$ cat src/rtl/alu8_seq_ctrl.sv
// Sequential 8-bit ALU: operands latched on accept, one 2-bit slice per cycle
// through a shared slice datapath, result and flags registered on completion.
module alu8_seq_ctrl (
  input  logic       clk,
  input  logic       rst_n,
  input  logic       start,
  input  logic [7:0] a,
  input  logic [7:0] b,
  input  logic [1:0] op,
  input  logic       cin,
  output logic       busy,
  output logic       done,
  output logic [7:0] result,
  output logic       cout,
  output logic       ovf,
  output logic       zero
);

  typedef enum logic [1:0] {
    ST_IDLE = 2'd0,
    ST_RUN  = 2'd1,
    ST_DONE = 2'd2
  } state_t;

  localparam logic [1:0] OP_ADD = 2'b00;
  localparam logic [1:0] OP_XOR = 2'b01;
  localparam logic [1:0] OP_AND = 2'b10;

  // Returns {carry into upper bit, carry out, slice result[1:0]}; carries are 0 unless ADD.
  function automatic logic [3:0] slice_eval(input logic [1:0] sa, input logic [1:0] sb,
                                            input logic [1:0] sop, input logic sc);
    logic [1:0] lo;
    logic [1:0] hi;
    lo = 2'b00;
    hi = 2'b00;
    case (sop)
      OP_ADD: begin
        lo = {1'b0, sa[0]} + {1'b0, sb[0]} + {1'b0, sc};
        hi = {1'b0, sa[1]} + {1'b0, sb[1]} + {1'b0, lo[1]};
        slice_eval = {lo[1], hi[1], hi[0], lo[0]};
      end
      OP_XOR:  slice_eval = {2'b00, sa ^ sb};
      OP_AND:  slice_eval = {2'b00, sa & sb};
      default: slice_eval = {2'b00, sa};
    endcase
  endfunction

  state_t     state_r, state_next_s;
  logic       accept_s;
  logic [1:0] idx_r;
  logic       carry_r;
  logic [7:0] acc_r, acc_next_s;
  logic [7:0] a_r, b_r;
  logic [1:0] op_r;
  logic       cin_r;
  logic [2:0] slice_sel_s;
  logic       carry_in_s;
  logic [3:0] slice_s;
  logic       busy_r, done_r, cout_r, ovf_r, zero_r;
  logic [7:0] result_r;

  // Next-state decode and accept detection.
  always_comb begin
    state_next_s = state_r;
    accept_s     = 1'b0;
    case (state_r)
      ST_IDLE: begin
        if (start) begin
          state_next_s = ST_RUN;
          accept_s     = 1'b1;
        end else begin
          state_next_s = ST_IDLE;
        end
      end
      ST_RUN: begin
        if (idx_r == 2'd3) begin
          state_next_s = ST_DONE;
        end else begin
          state_next_s = ST_RUN;
        end
      end
      ST_DONE: begin
        if (start) begin
          state_next_s = ST_RUN;
          accept_s     = 1'b1;
        end else begin
          state_next_s = ST_IDLE;
        end
      end
      default: state_next_s = ST_IDLE;
    endcase
  end

  // Slice datapath: select the current slice, pick its carry-in, merge into accumulator.
  always_comb begin
    slice_sel_s = {idx_r, 1'b0};
    if (idx_r == 2'd0) begin
      carry_in_s = cin_r;
    end else begin
      carry_in_s = carry_r;
    end
    slice_s    = slice_eval(a_r[slice_sel_s +: 2], b_r[slice_sel_s +: 2], op_r, carry_in_s);
    acc_next_s = acc_r;
    acc_next_s[slice_sel_s +: 2] = slice_s[1:0];
  end

  // State register.
  always_ff @(posedge clk or negedge rst_n) begin
    if (!rst_n) begin
      state_r <= ST_IDLE;
    end else begin
      state_r <= state_next_s;
    end
  end

  // Operand latch, slice sequencing and completion registers.
  always_ff @(posedge clk or negedge rst_n) begin
    if (!rst_n) begin
      a_r      <= 8'h00;
      b_r      <= 8'h00;
      op_r     <= 2'b00;
      cin_r    <= 1'b0;
      idx_r    <= 2'd0;
      carry_r  <= 1'b0;
      acc_r    <= 8'h00;
      result_r <= 8'h00;
      cout_r   <= 1'b0;
      ovf_r    <= 1'b0;
      zero_r   <= 1'b0;
      busy_r   <= 1'b0;
      done_r   <= 1'b0;
    end else begin
      busy_r <= (state_next_s == ST_RUN);
      done_r <= (state_next_s == ST_DONE);
      if (accept_s) begin
        a_r     <= a;
        b_r     <= b;
        op_r    <= op;
        cin_r   <= cin;
        idx_r   <= 2'd0;
        carry_r <= 1'b0;
      end else if (state_r == ST_RUN) begin
        acc_r   <= acc_next_s;
        carry_r <= slice_s[2];
        idx_r   <= idx_r + 2'd1;
        // Slice 3 completes the operation: all outputs update together.
        if (idx_r == 2'd3) begin
          result_r <= acc_next_s;
          cout_r   <= slice_s[2];
          ovf_r    <= slice_s[3] ^ slice_s[2];
          zero_r   <= (acc_next_s == 8'h00);
        end
      end
    end
  end

  assign busy   = busy_r;
  assign done   = done_r;
  assign result = result_r;
  assign cout   = cout_r;
  assign ovf    = ovf_r;
  assign zero   = zero_r;

endmodule

$ cat config.mk
export PLATFORM = sky130hd
export DESIGN_NAME = alu8_seq_ctrl
export DESIGN_NICKNAME = d
export VERILOG_FILES = /design/src/rtl/alu8_seq_ctrl.sv
export SDC_FILE = /design/constraint.sdc
export NUM_CORES = 1
export LEC_CHECK = 0
export ABC_AREA = 0
export CAP_MARGIN = 20
export CORE_ASPECT_RATIO = 0.7
export CORE_UTILIZATION = 50
export DETAILED_ROUTE_END_ITERATION = 12
export PLACE_DENSITY = 0.75
export SYNTH_ARGS = -nofsm -noshare
export SYNTH_HDL_FRONTEND = slang
export SYNTH_SLANG_ARGS = --single-unit
$ cat constraint.sdc
create_clock -name clk -period 3.8 [get_ports clk]
set_input_delay 0.57 -clock clk [delete_from_list [all_inputs] [get_ports clk]]
set_output_delay 0.57 -clock clk [all_outputs]
set_load 0.02 [all_outputs]
After elaboration in Yosys (flattened, before gate mapping)
Cells that the tools add are included.
- $lt $le $gt $ge: 0
- bitwise operators: 4
- equality and inequality tests: 7
- divide/modulo/power cells: 0
- reductions and logical operators: 8
- mux-type cells: 12
- shift-type cells: 4
- add/sub/neg operators: 6
- multipliers: 0
- operators with widths (cell ; number):
    $shiftx 8x4->2 ; 2
    $pmux 4 s3 ; 1
    $bwmux 8 ; 1
    $eq 2x2->1 const B ; 4
    $logic_not 8->1 ; 1
    $shift 2x5->8 const A ; 1
    $shiftx 2x5->8 ; 1
    $eq 2x1->1 const B ; 3
    $logic_not 2->1 ; 3
    $mux 1 ; 6
    $mux 2 ; 3
    $neg 3->5 ; 1
    $add 1x1->2 ; 2
    $add 2x1->2 ; 2
    $pmux 2 s2 ; 1
    $reduce_and 3->1 ; 1
    $add 2x1->2 const B ; 1
    $and 2x2->2 ; 1
    $reduce_and 2->1 ; 1
    $reduce_bool 2->1 ; 1
    $reduce_or 2->1 ; 1
    $xor 2x2->2 ; 1
    $not 1->1 ; 1
    $xor 1x1->1 ; 1
- memories: 0
- logic and storage cells: 55
- bits in writable memories: 0
- register bits after elaboration: 45
- bits in latches: 0
- ROM bits: 0
- output and inout port bits: 13

Depth between registers and ports, before layout
- word-level depth: 8
- depth in mapped cells: 10
- mapped depth without buffers: 9

Least setup slack after synthesis
OpenSTA, ideal clock, no wires.
- kind: reg-to-reg
- from: reg idx_r[0]
- to: reg zero_r (netlist: zero)
- cell stages (with the launch flop): 11
- required time: 3.733 ns
- setup time: 0.067 ns
- arrival time: 3.139 ns
- setup slack: 0.595 ns
- cells stage by stage: dfrtp_1 -> buf_6 -> inv_1 -> ha_1 -> mux2_2 -> fa_1 -> fa_1 -> mux4_2 -> a21oi_2 -> nor4bb_1 -> a41o_1
- cells in the longest elaborated chain, start to end: 8
- elaborated cells between the ends (all ways): 18
- RTL lines (item ; RTL line ; RTL):
    start: declaration ; 50 ; logic [1:0] idx_r;
    start signal: assignment ; 145 ; idx_r <= idx_r + 2'd1;
    $shiftx 8x4->2 or $logic_not 2->1 (tied branches) ; 102, 97 ;
    $add 1x1->2 or $mux 1 (tied branches) ; 38, 97 ;
    $add 2x1->2 ; 38 ; lo = {1'b0, sa[0]} + {1'b0, sb[0]} + {1'b0, sc};
    $add 2x1->2 ; 39 ; hi = {1'b0, sa[1]} + {1'b0, sb[1]} + {1'b0, lo[1]};
    $pmux 4 s3 ; 36 ; case (sop)
    $shiftx 2x5->8 ; 104 ; acc_next_s[slice_sel_s +: 2] = slice_s[1:0];
    $bwmux 8 ; 104 ;
    $logic_not 8->1 ; 151 ; zero_r <= (acc_next_s == 8'h00);
    end signal: assignment ; 151 ;
    end: declaration ; 59 ; logic busy_r, done_r, cout_r, ovf_r, zero_r;
Parallel ways exist; a longest one is shown, timed or not.
A chain may end at the register's enable or synchronous reset.

Worst setup path after layout
Ends and elaborated chain as after synthesis.

==> qor.yml <==
timing:
  max_slew_margin_pct: 41.9
  setup_viol: 0
  finalSetupTns_ns: 0
  tightest_slew_ns: 0.870
  fin_crit_sh_pct: 92.7
  report.final.slew_viol_count: 0
  finalWorstSetupSlack_ns: 0.277
  hold_viol: 0
  period_needed_ns: 3.52
  fmax_mhz: 284
  fin_skew_ns: 0.00472
  rsz0062_at_grt: "false"
  holdWs_ns: 0.245
synthesis:
  yosysSeqAreaShare_pct: 51.7
  postSynthAreaPerCell_sq_um: 12.1
  synth-edff-count: 0
  yosys_register_bits: 45
  synthCells: 180
  async_flop_share_pct: 100
  syn_nets: 212
  yosysUniqueCellTypes: 37
  synth_warnings: 0
  syn_area_sq_um: 2180
  ys.flop_type: "dfrtp_1"
route:
  drt_wl_total_um: 4380
  wl_per_cell_um: 16.2
  drcViolationCount: 0
  route.vias.total: 1517
  dr.pass1.iters: 4
  drtIter0Drc: 83
  viasPerCell: 5.62
  ant_nets: 0
final_layout:
  diodes: 0
  drive_above_1_share_pct: 18.3
  area_growth_syn_to_layout_pct: 22.7
  final_util_pct: 66.2
  fillerInstances: 322
  final_nets: 249
die:
  initial_core_util_pct: 53.9
  io_pins: 35
  rows: 19
  die-width_um: 80.9
  dieArea_sq_um: 4630
  die_y_um: 57.2
  core_area_sq_um: 4040
clocking:
  clk_pin_slew_worst_paths_ns: 0.09
  cts-resized-gates: 0
  root_buffer: "clkbuf_8"
  clock_latency_ns: 0.30
  cts_buffers: 5
  post_cts_buffers: 0
  htree_levels: 2
  cts.sinks: 45
  cts_tree: "done"
  cts_hold_buf: 0
  cts_buffer_depth: 2
worst_setup_path:
  worstSetupPathType: "register to register"
  cp.arrival_ns: 3.76
  critPathRequiredTime_ns: 4.04
  cp-end-kind: "register"
  cp-start-kind: "register"
  cp_max_fo: 10
power:
  powerDensity_nw_per_um2: 890
  ir_drop_v: 0.000512
  finalPower_mw: 2.38
  p_leak_nw: 1.19
global_route:
  grt_pass1_wl_um: 7760
  grt_start_max_net_pins: 46
  antenna_found_initial: 0
  gr-total-overflow: 0
  grt_usage_pct: 22.5
  grt_pass1_vias: 1639
placement:
  dpl_worst_slack_ns: 0.301
  numPortBuffers: 34
  post-dp-hpwl_um: 3320
  gp_congestion: 0.892
run:
  cap_violations: 0
worst_hold_path:
  hp-class: "input pin to async pin"
outcome:
  status: "completed"
## metal layers
layer  wire length (um)  GRT usage (%)
met5                  0              0
met4                 42           6.12
met3                204           4.80
met2               2190           36.9
met1               1950           30.5
## worst max-delay path, stage by stage, from the launching register on
cell	delay [ns]
dfrtp_1	0.52
inv_1	0.21
ha_1	0.28
mux2_2	0.37
fa_1	0.44
fa_1	0.45
mux4_2	0.58
a21oi_2	0.18
nor4bb_1	0.23
a41o_1	0.20
## flip-flops by register name (all words and copies together) (netlist names)
signal	flops
cin_r	1
ovf	1
carry_r	1
result	8
cout	1
idx_r	2
b_r	8
zero	1
a_r	8
op_r	2
busy	1
state_r	2
acc_r	8
done	1
## final timing paths
check	from	to	slack, ns	cells after the start
max	idx_r[0]	zero	0.28	9
min	rst_n	result[6]	0.24	1
max reg2reg	idx_r[0]	zero	0.28	9
min reg2reg	result[6]	result[6]	0.49	2
max in group asynchronous	rst_n	b_r[3]	3.06	2
min in group clk	result[6]	result[6]	0.49	2
## per-stage QoR
stage                     area [sq um]  std cells
after global routing              2670        270
after detailed placement          2560        261
after floorplan                   2180        180
after global placement            2560        261
final                             2670        270
after CTS                         2650        269
## placed cells by master, fill, tap and decap left out, drive strengths merged
| cell | count |
|---|---|
| clkinvlp | 1 |
| clkdlybuf4s50 | 33 |
| fa | 2 |
| and3 | 2 |
| mux4 | 4 |
| nor2b | 6 |
| o21bai | 2 |
| a221oi | 1 |
| clkbuf | 5 |
| a22oi | 1 |
| nand2b | 1 |
| nor4b | 1 |
| and2b | 3 |
| nor4bb | 1 |
| a32o | 3 |
| mux2i | 4 |
| a22o | 5 |
| and3b | 1 |
| mux2 | 20 |
| and4bb | 1 |
| and2 | 2 |
| nor3 | 2 |
| xor2 | 1 |
| clkinv | 2 |
| inv | 5 |
| nand2 | 22 |
| buf | 4 |
| a21oi | 7 |
| nor2 | 6 |
| a41o | 1 |
| dfrtp | 45 |
| ha | 8 |
| o22ai | 2 |
| o21ai | 14 |
## synth_stat cells (2+ instances only)
| master | n | area (sq um) |
|---|---|---|
| a21oi_1 | 6 | 30.0 |
| a22o_1 | 5 | 43.8 |
| a32o_2 | 2 | 22.5 |
| and2b_1 | 2 | 15.0 |
| and3_1 | 2 | 12.5 |
| clkbuf_1 | 6 | 22.5 |
| dfrtp_1 | 45 | 1130 |
| fa_1 | 2 | 40.0 |
| ha_1 | 8 | 100 |
| inv_1 | 5 | 18.8 |
| mux2_2 | 20 | 225 |
| mux2i_1 | 4 | 40.0 |
| mux4_1 | 2 | 52.6 |
| mux4_2 | 2 | 45.0 |
| nand2_1 | 22 | 82.6 |
| nor2_1 | 6 | 22.5 |
| nor2b_1 | 6 | 37.5 |
| nor3_1 | 2 | 10.0 |
| o21ai_0 | 12 | 60.1 |
| o21ai_1 | 2 | 10.0 |
| o21bai_1 | 2 | 15.0 |
| o22ai_1 | 2 | 12.5 |
## area by class of cell
class / count / area, sq um / area share, %
clock inverter: 3 / 17.5 / 0.655
clock buffer: 5 / 68.8 / 2.57
multi-input combinational: 123 / 1000 / 37.4
sequential: 45 / 1130 / 42.1
inverter: 5 / 18.8 / 0.702
timing repair buffer: 37 / 378 / 14.1
tap: 52 / 65.1 / 2.43
## report_power, final
| part | switching (mW) | internal [mW] |
|---|---|---|
| clock | 0.162 | 0.127 |
| combinational | 0.666 | 0.592 |
| sequential | 0.151 | 0.682 |
| total | 0.979 | 1.40 |
## logic make-up after synthesis
family,count (synthesis),synth area share [%]
and+or+nand+nor,48,11.4
DFF,45,51.7
buffers and inverters,12,2.41
xor gates and xnor gates,1,0.402
muxes,28,16.7
adders and majority gates,10,6.43
AOI/OAI and AO/OA,36,11.0
(Power assumes the default switching activity.)
